`src/rtl/countdown_timer_if.sv`:
```
// Control/status bundle for countdown_timer: the master drives the commands and the
// slave (the timer) returns count and status.
interface countdown_timer_if #(
    parameter int unsigned WIDTH = 32,
    parameter int unsigned EVW   = 8
);
    logic             start;
    logic [WIDTH-1:0] load_val;
    logic             en;
    logic             auto_reload;
    logic             clear;
    logic [WIDTH-1:0] count;
    logic             busy;
    logic             done;
    logic [EVW-1:0]   ev_cnt;

    modport master (
        output start, load_val, en, auto_reload, clear,
        input  count, busy, done, ev_cnt
    );

    modport slave (
        input  start, load_val, en, auto_reload, clear,
        output count, busy, done, ev_cnt
    );
endinterface

```
`src/rtl/countdown_timer.sv`:
```
// Loadable down-counter with pause, optional auto-reload and a wrapping expiry counter.
// DONE is a one-cycle state, so done is a single-cycle pulse on every expiry.
module countdown_timer #(
    parameter int unsigned WIDTH = 32,
    parameter int unsigned EVW   = 8
) (
    input  logic               clk,
    input  logic               rst,
    countdown_timer_if.slave   bus
);

    typedef enum logic [1:0] {
        ST_IDLE = 2'd0,
        ST_RUN  = 2'd1,
        ST_DONE = 2'd2
    } state_t;

    state_t           r_state;
    logic [WIDTH-1:0] r_count;
    logic [WIDTH-1:0] r_reload;
    logic [EVW-1:0]   r_ev_cnt;

    // Priority: clear, then start, then the per-state behaviour.
    always_ff @(posedge clk or posedge rst) begin
        if (rst) begin
            r_state  <= ST_IDLE;
            r_count  <= '0;
            r_reload <= '0;
            r_ev_cnt <= '0;
        end else if (bus.clear) begin
            r_state <= ST_IDLE;
            r_count <= '0;
        end else if (bus.start) begin
            r_reload <= bus.load_val;
            r_count  <= bus.load_val;
            if (bus.load_val != '0) begin
                r_state <= ST_RUN;
            end else begin
                r_state  <= ST_DONE;
                r_ev_cnt <= r_ev_cnt + EVW'(1);
            end
        end else begin
            case (r_state)
                ST_RUN: begin
                    if (bus.en) begin
                        if (r_count > WIDTH'(1)) begin
                            r_count <= r_count - WIDTH'(1);
                        end else begin
                            r_count  <= '0;
                            r_state  <= ST_DONE;
                            r_ev_cnt <= r_ev_cnt + EVW'(1);
                        end
                    end
                end
                ST_DONE: begin
                    // A zero reload value never free-runs.
                    if (bus.auto_reload && (r_reload != '0)) begin
                        r_state <= ST_RUN;
                        r_count <= r_reload;
                    end else begin
                        r_state <= ST_IDLE;
                        r_count <= '0;
                    end
                end
                ST_IDLE: begin
                    r_count <= '0;
                end
                default: begin
                    r_state <= ST_IDLE;
                    r_count <= '0;
                end
            endcase
        end
    end

    assign bus.count  = r_count;
    assign bus.busy   = (r_state == ST_RUN);
    assign bus.done   = (r_state == ST_DONE);
    assign bus.ev_cnt = r_ev_cnt;

endmodule

```
`src/flat_wrapper.sv`:
```
// flat-port wrapper written by rule: the top's interface ports become plain ports
module countdown_timer_flat 
#(
    parameter int unsigned WIDTH = 32,
    parameter int unsigned EVW   = 8
)
  (clk, rst, bus_start, bus_load_val, bus_en, bus_auto_reload, bus_clear, bus_count, bus_busy, bus_done, bus_ev_cnt);
  countdown_timer_if #(.WIDTH(WIDTH), .EVW(EVW)) bus_i ();
  input  logic clk;
  input  logic rst;
  input wire logic [$bits(bus_i.start)-1:0] bus_start;
  input wire logic [$bits(bus_i.load_val)-1:0] bus_load_val;
  input wire logic [$bits(bus_i.en)-1:0] bus_en;
  input wire logic [$bits(bus_i.auto_reload)-1:0] bus_auto_reload;
  input wire logic [$bits(bus_i.clear)-1:0] bus_clear;
  output wire logic [$bits(bus_i.count)-1:0] bus_count;
  output wire logic [$bits(bus_i.busy)-1:0] bus_busy;
  output wire logic [$bits(bus_i.done)-1:0] bus_done;
  output wire logic [$bits(bus_i.ev_cnt)-1:0] bus_ev_cnt;
  assign bus_i.start = bus_start;
  assign bus_i.load_val = bus_load_val;
  assign bus_i.en = bus_en;
  assign bus_i.auto_reload = bus_auto_reload;
  assign bus_i.clear = bus_clear;
  assign bus_count = bus_i.count;
  assign bus_busy = bus_i.busy;
  assign bus_done = bus_i.done;
  assign bus_ev_cnt = bus_i.ev_cnt;
  countdown_timer #(.WIDTH(WIDTH), .EVW(EVW)) u_core (.clk(clk), .rst(rst), .bus(bus_i));
endmodule
```
`config.mk`:
```
export PLATFORM = sky130hd
export DESIGN_NAME = countdown_timer_flat
export DESIGN_NICKNAME = d
export VERILOG_FILES = /design/src/rtl/countdown_timer_if.sv /design/src/rtl/countdown_timer.sv /design/src/flat_wrapper.sv
export SDC_FILE = /design/constraint.sdc
export NUM_CORES = 1
export LEC_CHECK = 0
export CORE_UTILIZATION = 48
export DETAILED_ROUTE_END_ITERATION = 6
export HOLD_SLACK_MARGIN = 0.06
export PLACE_DENSITY = 0.77
export SETUP_SLACK_MARGIN = 0.1
export SLEW_MARGIN = 5
export SYNTH_ARGS = -nofsm -noshare
export SYNTH_HDL_FRONTEND = slang
export SYNTH_SLANG_ARGS = --single-unit
```
`constraint.sdc`:
```
create_clock -name clk -period 2.2 [get_ports clk]
set_input_delay 0.44 -clock clk [delete_from_list [all_inputs] [get_ports clk]]
set_output_delay 0.44 -clock clk [all_outputs]
set_load 0.02 [all_outputs]
```
==> results.yml <==
outcome:
  status: "finished, violations left"
  violations: "DRC, setup timing"
floorplanning:
  std_cell_rows: 34
  die_y_um: 97.7
  core-area_sq_mm: 0.00881
  initial_core_util: 0.500
  die-area_sq_mm: 0.00955
  die_w_um: 97.7
  num_io_pins: 80
flow_run:
  drv_cap: 0
cts:
  htree_levels: 3
  numCtsBuffers: 9
  cts.path.max_buffers: 2
  clk_latency_ns: 0.35
  clock_sinks: 74
  clk_pin_slew_ns: 0.08
  cts_tree: "done"
  cts-root-buf: "clkbuf_8"
  hold_buffers: 0
layout:
  drive_above_1_share: 0.275
  areaGrowthSynthToFinish_pct: 51.8
  final_nets: 734
  n_antenna_cell: 0
  final_cells: 803
  num-fill-cells: 626
placed_design:
  hpwl_um: 11000
  dp.cells: 785
  gp_congestion: 0.930
  port_buffers: 79
  dp_slack_ns: -0.522
route:
  wl_um: 14900
  drtIter0Drc: 435
  drtAntennaViolNets: 0
  viasPerCell: 6.21
  wl_per_cell_um: 18.6
  drc: 6
  firstDrtPassIters: 7
  vias: 4987
synth:
  synth_edf_count: 0
  ys.flop_type: "dfrtp_1"
  netlist.top_cell.by_area: "dfrtp_1"
  ys_top_cells_by_count: "105 x nand2_1, 74 x dfrtp_1, 29 x nor4_1, 26 x clkbuf_1, 24 x nor2_1"
  synthCells: 494
  yosysMostFrequentCell: "nand2_1"
  ys_ff_latch: 74
  synth-seq-area-share: 0.421
  synth_nets: 538
  syn_area_sq_mm: 0.00440
  post_synth.cell_area_avg_sq_um: 8.91
  synth.area.top_cells: "dfrtp_1 42%, nand2_1 9.0%, nor4_1 4.1%"
  synth_cell_type_count: 59
  async_flop_share: 1.00
  synth_top_area_share: 0.421
  yosys_warnings: 0
sta:
  max_freq_mhz: 409
  fin_skew_ns: 0.00601
  rsz0062_at_grt: "true"
  finalSetupViolations: 39
  worst_slack_ns: -0.245
  period_minus_slack_ns: 2.44
  finalMaxSlewViolations: 0
  min_period_over_period: 1.11
  relSlewSlack: 0.689
  report.final.hold_viol_count: 0
  worst_pin_slew_ns: 0.462
grt:
  use_met1: 0.439
  grt_pass1_wl_um: 23900
  globalRouteTotalUtil: 0.320
  globalRoute.busiestLayer: "met2"
  grt_max_degree: 75
  grt_use_met3: 0.0544
  antenna_found_initial: 0
  gr-total-overflow: 0
  grt.met2_usage: 0.500
  grt_pass1_vias: 4841
power:
  power.density_mw_per_mm2: 542
  leakage_nw: 3.06
  finalPower_w: 0.00362
  peakVddDrop_v: 0.000390
worst_setup_path:
  start_kind: "flop"
  reg2regPathDepth: 6
  worstPathRequired_ns: 2.48
  path_max_fanout: 2
  arrival_ns: 2.72
  r2r_setup_slack_ns: -0.24
  r2r_start: "u_core.bus.count[16]"
  critPathCaptureType: "flop"
  r2r_end: "u_core.r_state[1]"
  worst-setup-path-type: "reg -> reg"
worst_hold_path:
  holdPathStages: 1
  min_from: "u_core.bus.ev_cnt[7]"
  hold_path.class: "reg -> reg"
  holdPathEnd: "u_core.bus.ev_cnt[7]"
-- registers in the layout, indices dropped and copies added, names as in the netlist --
register and flops:
u_core.bus.count 32, u_core.bus.ev_cnt 8, u_core.r_reload 32, u_core.r_state 2
-- final cells by class --
type                            instances  area [sq um]  share of cell area
Clock buffer                           10           138              0.0206
Clock inverter                          6          65.1             0.00974
Inverter                               11          45.0             0.00674
Multi-Input combinational cell        375          2510               0.375
Sequential cell                        74          1850               0.278
Tap cell                              108           135              0.0202
Timing Repair Buffer                  219          1930               0.290
-- worst max-delay path, stage by stage, from the launching register on --
cell and delay [ns]:
dfrtp_2 0.41, or4_4 0.56, or3_4 0.41, buf_4 0.14
nand4b_4 0.17, or4_4 0.50, a31oi_2 0.19
-- where the power goes --
part	switching, W	internal, W
combinational	0.000502	0.000463
sequential	0.0000864	0.00146
clock	0.000546	0.000557
total	0.00114	0.00248
-- stage by stage --
step           hold WS [ns]  setup TNS (ns)  cell area (sq um)   util
2_1_floorplan         0.468           -8.59               4430      -
3_3_place_gp          0.465           -9.55               6340  0.720
3_5_place_dp          0.472          -10.62               6340  0.720
4_1_cts               0.487           -5.46               6610  0.751
5_1_grt               0.512           -8.18               6680  0.758
6_report              0.484           -6.31               6680  0.758
-- routing by layer --
metal | wire, um | up-vias
met4 | 420 | 0
met3 | 1230 | 50
met1 | 6360 | 2375
met2 | 6910 | 273
li1 | - | 2289
met5 | 0 | -
-- kinds of logic (layout without fill, tap and decap cells) --
family,Yosys count,in the layout,synth area share
fa+ha+maj,6,6,0.0171
compound gates,125,125,0.227
simple gates,234,234,0.270
flops,74,74,0.421
xor+xnor,7,7,0.0139
buf+inv,45,246,0.0438
mux,3,3,0.00739
-- cells in the final DEF, fill, tap and decap left out, types with 4 or more instances in the layout --
master	netlist	routed
nor4_1	29	25
inv_1	11	10
a22o_1	10	10
o21ai_1	2	5
buf_4	1	131
nand4_1	8	8
nand2_1	105	105
a32o_1	15	15
nor2_1	24	23
a221o_1	17	17
buf_12	0	7
a21oi_2	0	5
o41ai_1	8	8
o31ai_1	20	20
nand3_1	10	9
dfrtp_1	74	72
nor4b_1	5	4
ha_1	6	6
or3_1	11	10
o21ai_0	16	13
clkbuf_8	0	10
clkdlybuf4s50_1	0	77
or4_4	0	4
nor3_1	12	12
xor2_1	6	6
a22oi_1	12	12
-- worst max-delay path by stage --
stage	startpoint	end	cells after the start
detailed placement	bus_load_val[11]	u_core.bus.ev_cnt[3]	7
global placement	bus_load_val[11]	u_core.bus.ev_cnt[3]	7
finish	u_core.bus.count[16]	u_core.r_state[1]	6
global route	u_core.bus.count[2]	u_core.bus.count[21]	6
CTS	u_core.bus.count[16]	u_core.bus.count[21]	6
floorplan	u_core.bus.count[17]	u_core.bus.count[10]	8
-- repair_timing --
item	in CTS	in global routing
pin swaps	4	1
endpoints found under the setup margin	43	42
cloned	0	0
buffers inserted	1	1
gates resized for setup	17	11
Power figures use the tool's default switching activity.
